--- config.mk ---
export PLATFORM = sky130hd
export DESIGN_NAME = pe_result_sequencer
export DESIGN_NICKNAME = d
export VERILOG_FILES = /design/src/rtl/obtc_pkg.sv /design/src/rtl/pe_nibble_pack.sv /design/src/rtl/pe_result_sequencer.sv
export SDC_FILE = /design/constraint.sdc
export NUM_CORES = 1
export LEC_CHECK = 0
export BUFFER_PORTS_ARGS = -buffer_cell sky130_fd_sc_hd__buf_2
export CAP_MARGIN = 10
export CORE_AREA = 2 2 549 551
export CTS_CLUSTER_DIAMETER = 200
export DETAILED_ROUTE_END_ITERATION = 10
export DIE_AREA = 0 0 551 553
export PLACE_DENSITY_LB_ADDON = 0.3
export SETUP_SLACK_MARGIN = 0.05
export SLEW_MARGIN = 20
export SYNTH_ARGS = -nofsm -noshare
export SYNTH_HDL_FRONTEND = slang
export SYNTH_HIERARCHICAL = 1
export SYNTH_SLANG_ARGS = --single-unit
--- constraint.sdc ---
create_clock -name clk -period 2.4 [get_ports clk]
set_clock_uncertainty 0.05 [all_clocks]
set_input_delay 0.72 -clock clk [delete_from_list [all_inputs] [get_ports clk]]
set_output_delay 0.72 -clock clk [all_outputs]
set_load 0.01 [all_outputs]
--- src/rtl/obtc_pkg.sv ---
// Shared constants and state encoding for the PE result sequencer.
package obtc_pkg;

   localparam int NPE      = 64;
   localparam int NBEAT    = 16;
   localparam int PE_LAT   = 1;
   localparam int ACC_W    = 14;
   localparam int NIB_LSB  = 10;
   localparam int DIGEST_W = 256;

   typedef logic [2:0] state_t;

   localparam logic [2:0] S_IDLE    = 3'd0;
   localparam logic [2:0] S_CLR     = 3'd1;
   localparam logic [2:0] S_SETTLE  = 3'd2;
   localparam logic [2:0] S_RUN     = 3'd3;
   localparam logic [2:0] S_FLUSH   = 3'd4;
   localparam logic [2:0] S_CAPTURE = 3'd5;
   localparam logic [2:0] S_OUT     = 3'd6;

endpackage

--- src/rtl/pe_nibble_pack.sv ---
// Reduces PE accumulators to nibbles, packs lane pairs into bytes and XORs with the digest.
module pe_nibble_pack
   import obtc_pkg::*;
#(
   parameter int P_NPE     = NPE,
   parameter int P_ACC_W   = ACC_W,
   parameter int P_NIB_LSB = NIB_LSB
) (
   input  logic [P_NPE*P_ACC_W-1:0] pe_out,
   input  logic [DIGEST_W-1:0]      digest,
   output logic [DIGEST_W-1:0]      result
);

   // Only a 4-bit window of each accumulator matters; the rest is dropped on purpose.
   logic unused_pe;
   assign unused_pe = ^pe_out;

   for (genvar j = 0; j < P_NPE/2; j++) begin : g_byte
      assign result[8*j +: 8] = {pe_out[(2*j)*P_ACC_W + P_NIB_LSB +: 4],
                                 pe_out[(2*j+1)*P_ACC_W + P_NIB_LSB +: 4]}
                                ^ digest[8*j +: 8];
   end

   if (P_NPE*4 < DIGEST_W) begin : g_pad
      assign result[DIGEST_W-1:P_NPE*4] = digest[DIGEST_W-1:P_NPE*4];
   end

endmodule

--- src/rtl/pe_result_sequencer.sv ---
// Sequences the PE array through one matrix-vector product per digest and returns product XOR digest.
//
// state   | meaning
// IDLE    | waiting for a digest (hash_ready=1)
// CLR     | clear all PE accumulators
// SETTLE  | let the registered DSP clear land before beat 0
// RUN     | NBEAT accumulate beats, beat_idx = beat
// FLUSH   | PE_LAT drain cycles with zero operands
// CAPTURE | register packed result
// OUT     | hold result until res_ready
module pe_result_sequencer
   import obtc_pkg::*;
#(
   parameter int P_NPE     = NPE,
   parameter int P_NBEAT   = NBEAT,
   parameter int P_PE_LAT  = PE_LAT,
   parameter int P_ACC_W   = ACC_W,
   parameter int P_NIB_LSB = NIB_LSB
) (
   input  logic                         clk,
   input  logic                         rst,
   input  logic                         hash_valid,
   output logic                         hash_ready,
   input  logic [DIGEST_W-1:0]          hash_data,
   output logic                         pe_clr,
   output logic                         pe_en,
   output logic [$clog2(P_NBEAT)-1:0]   beat_idx,
   output logic                         operand_zero,
   input  logic [P_NPE*P_ACC_W-1:0]     pe_out,
   output logic                         res_valid,
   input  logic                         res_ready,
   output logic [DIGEST_W-1:0]          res_data
);

   localparam int BW = $clog2(P_NBEAT);
   localparam int FW = (P_PE_LAT > 1) ? $clog2(P_PE_LAT) : 1;

   state_t                state;
   logic [BW-1:0]         beat;
   logic [FW-1:0]         flush_cnt;
   logic [DIGEST_W-1:0]   digest;
   logic [DIGEST_W-1:0]   packed_res;

   pe_nibble_pack #(
      .P_NPE     (P_NPE),
      .P_ACC_W   (P_ACC_W),
      .P_NIB_LSB (P_NIB_LSB)
   ) u_pack (
      .pe_out (pe_out),
      .digest (digest),
      .result (packed_res)
   );

   always_ff @(posedge clk) begin
      if (rst) begin
         state     <= S_IDLE;
         beat      <= '0;
         flush_cnt <= '0;
         digest    <= '0;
         res_data  <= '0;
      end else begin
         case (state)
            S_IDLE: begin
               if (hash_valid) begin
                  digest <= hash_data;
                  state  <= S_CLR;
               end
            end
            S_CLR:    state <= S_SETTLE;
            S_SETTLE: begin
               beat  <= '0;
               state <= S_RUN;
            end
            S_RUN: begin
               if (beat == BW'(P_NBEAT-1)) begin
                  beat      <= '0;
                  flush_cnt <= FW'(P_PE_LAT-1);
                  state     <= (P_PE_LAT == 0) ? S_CAPTURE : S_FLUSH;
               end else begin
                  beat <= beat + 1'b1;
               end
            end
            S_FLUSH: begin
               if (flush_cnt == '0) state <= S_CAPTURE;
               else                 flush_cnt <= flush_cnt - 1'b1;
            end
            S_CAPTURE: begin
               res_data <= packed_res;
               state    <= S_OUT;
            end
            S_OUT: begin
               if (res_ready) state <= S_IDLE;
            end
            default: state <= S_IDLE;
         endcase
      end
   end

   assign hash_ready   = (state == S_IDLE);
   assign pe_clr       = (state == S_CLR);
   assign pe_en        = (state == S_RUN) || (state == S_FLUSH);
   assign operand_zero = (state == S_FLUSH);
   assign res_valid    = (state == S_OUT);

   // FLUSH keeps the last beat address so the ROM/mux stay quiet while operands are forced to zero.
   always_comb begin
      beat_idx = '0;
      if (state == S_RUN)        beat_idx = beat;
      else if (state == S_FLUSH) beat_idx = BW'(P_NBEAT-1);
   end

endmodule

==> results.json <==
{
  "synth.avg_cell_area_sq_um": 7.97,
  "avgRoutedWirePerCell_microns": 19.2,
  "syn-num-nets": 3687,
  "crit_fanout": 6,
  "setup_tns_ns": -0.318,
  "cts_tree": "built",
  "grt_antenna_before_repair": 84,
  "path_class": "reg2out",
  "synth_top_family_by_area": "simple AND/OR/NAND/NOR gates",
  "rows": 201,
  "min_period_ns": 2.50,
  "ir_drop_v": 0.000550,
  "cap_violations": 0,
  "violations": "setup timing",
  "clk_latency_ns": 0.74,
  "power.static_leakage_uw": 0.0126,
  "die-area_sq_um": 305000,
  "critPathRequiredTime_ns": 1.63,
  "rsz0062_at_grt": "true",
  "setup_slack_ns": -0.0971,
  "slew_headroom_pct": 58.0,
  "finalHoldViolations": 0,
  "synth_area_leaders": "dfxtp_1 (52%), nand2_1 (19%), a21oi_1 (13%), xor2_1 (11%), buf_2 (2.3%)",
  "power.total_uw": 22400,
  "yosys-top-cells-count": "nand2_1 (1028), dfxtp_1 (519), a21oi_1 (516)",
  "tightest_slew_ns": 0.629,
  "clockRootBuffer": "clkbuf_16",
  "min_path_cells": 3,
  "coreArea_sq_um": 299000,
  "finalCritPeriodShare_pct": 104,
  "max_freq_ghz": 0.400,
  "port-buffer-count": 780,
  "synthXorXnorAreaFrac_pct": 11.1,
  "status": "finished with violations",
  "pwr_density_cell_nw_per_um2": 705,
  "slowest_delay_ns": 0.36,
  "vias_per_cell": 2.72,
  "seq_area_frac_synth_pct": 51.5,
  "cts.sinks": 519,
  "worstSetupStartpointType": "register",
  "drive_above_1_share_pct": 29.5,
  "cp.depth": 3,
  "yosysWarningCount": 6,
  "worstRegToRegCells": 8,
  "dr.pass1.iters": 5,
  "crit_family": "simple AND/OR/NAND/NOR gates",
  "synth_compound_area_share_pct": 13.2,
  "synth_ff_type": "dfxtp_1",
  "drv_slew": 0,
  "numCtsBuffers": 74,
  "grt_max_degree": 91,
  "ys_async_sr_fraction_pct": 0,
  "yosysMostFrequentCell": "nand2_1",
  "syn_inst": 2530,
  "syn-cell-area_sq_um": 20200,
  "start_util_pct": 6.75,
  "path_clk_slew_ns": 0.06,
  "grt_pass1_vias": 20268,
  "critPathBufInv": 1,
  "cp.arrival_ns": 1.73,
  "drt_iter0_drc": 788,
  "ctsHtreeMaxLevel": 3,
  "synth_mux_area_share_pct": 0,
  "drt-total-wl_microns": 141000,
  "finalSetupViolations": 6,
  "syn2layout_area_growth_pct": 57.6,
  "synth_edf_count": 0,
  "synth_fa_ha_area_share_pct": 0.0621,
  "via_count": 19934,
  "cp_cell_sequence": "and3b_2 > or2_4 > buf_6",
  "ys_types": 31,
  "boundaryPins": 1421,
  "yosys.area_share.simple_pct": 19.9,
  "die_y_microns": 553,
  "endpoint_kind": "output pin",
  "num-nets-final": 4448,
  "overflow": 0,
  "hold_path.class": "in2reg",
  "synth_seq_cells": 519,
  "hold_buffers": 0,
  "place_hpwl_microns": 120000,
  "slowest_stage": "dfxtp_4",
  "grt_pass1_wl_microns": 181000,
  "synth_top_area_share_pct": 51.5,
  "die_x_microns": 551,
  "final_util_pct": 10.6,
  "drc_errors": 0,
  "synth_top_area_cell": "dfxtp_1",
  "clockBufferDepth": 4,
  "place.gp.congestion": 0.774,
  "ant_nets": 0,
  "track_usage_pct": 8.93
}
## where the power goes
| part | switching, uW | internal, uW |
|---|---|---|
| clock | 4440 | 6560 |
| combinational | 1260 | 938 |
| sequential | 243 | 8950 |
## sequential cells by signal (all words and copies together), names as in the netlist
signal    cells
digest      256
res_data    256
state         3
beat          4
## cell families (layout without fill, tap and decap cells)
family	Yosys count	in the layout
compound gates	528	528
xor+xnor	256	256
fa+ha+maj	1	1
buf+inv	177	988
flops	519	519
other cells	0	34
simple gates	1049	1049
## metal layers
metal | vias up | track usage, % | share of wire [%]
met2 | 803 | 14.7 | 46
met3 | 194 | 7.30 | 18
met5 | - | 0 | 0.12
li1 | 9654 | - | -
met1 | 9255 | 8.43 | 34
met4 | 28 | 2.33 | 2.4
## tightest hold or removal path: stages
cell and delay, ns:
buf_2 0.09, nand2_1 0.05, a21oi_1 0.05
## worst paths after layout
| kind | slack, ns | endpoint | from |
|---|---|---|---|
| worst max-delay path | -0.1 | pe_en | state[0]$_SDFFE_PP0P_ |
| worst min-delay path | 0.16 | digest[177]$_SDFFE_PP0P_ | hash_data[177] |
| worst max register to register | 0.28 | digest[89]$_SDFFE_PP0P_ | state[2]$_SDFFE_PP0P_ |
| worst min register to register | 0.40 | res_data[139]$_SDFFE_PP0N_ | res_data[139]$_SDFFE_PP0N_ |
## cells in the final DEF (no fill, tap or decap), types with 2 or more instances in the layout
| cell type | netlist | routed |
|---|---|---|
| dfxtp_1 | 519 | 516 |
| buf_6 | 3 | 5 |
| nand2_1 | 1028 | 1028 |
| clkbuf_8 | 0 | 11 |
| dfxtp_4 | 0 | 3 |
| buf_4 | 10 | 48 |
| clkinv_4 | 0 | 4 |
| clkbuf_16 | 0 | 74 |
| clkinv_2 | 0 | 9 |
| clkbuf_1 | 67 | 15 |
| a21oi_1 | 516 | 516 |
| buf_2 | 92 | 772 |
| bufinv_16 | 0 | 5 |
| nand3_1 | 3 | 3 |
| clkinvlp_4 | 0 | 2 |
| diode_2 | 0 | 34 |
| nand4_1 | 2 | 2 |
| buf_8 | 0 | 2 |
| xor2_1 | 256 | 256 |
| buf_12 | 0 | 34 |
| nor2b_1 | 2 | 2 |
| o21ai_0 | 2 | 2 |
| a21o_1 | 6 | 6 |
| inv_6 | 0 | 4 |
## timing repair
| action | CTS | global route |
|---|---|---|
| endpoints found under the setup margin | 13 | 9 |
| gates cloned | 0 | 0 |
| buffers inserted | 6 | 1 |
| gates resized for setup | 23 | 2 |
| pin swaps | 2 | 1 |
## through the flow
| stage | hold WS (ns) | cells | worst slack [ns] | area, sq um |
|---|---|---|---|---|
| finish | 0.162 | 7333 | -0.0971 | 31800 |
| CTS | 0.0539 | 7298 | -0.193 | 31700 |
| global placement | 0.388 | 7166 | 0.130 | 29200 |
| global route | 0.103 | 7310 | -0.198 | 31700 |
| floorplan | 0.398 | 2530 | 0.254 | 20200 |
| detailed placement | 0.395 | 7166 | 0.124 | 29200 |
## cell type report
type	count	area [sq um]
inverters	1	3.75
clock inverters	26	308
well taps	3958	4950
diodes	34	85.1
fillers	34913	267000
clock buffers	100	2060
flip-flops and latches	519	10400
repair buffers	861	4990
multi-input cells	1834	8980
Power figures use the tool's default switching activity.
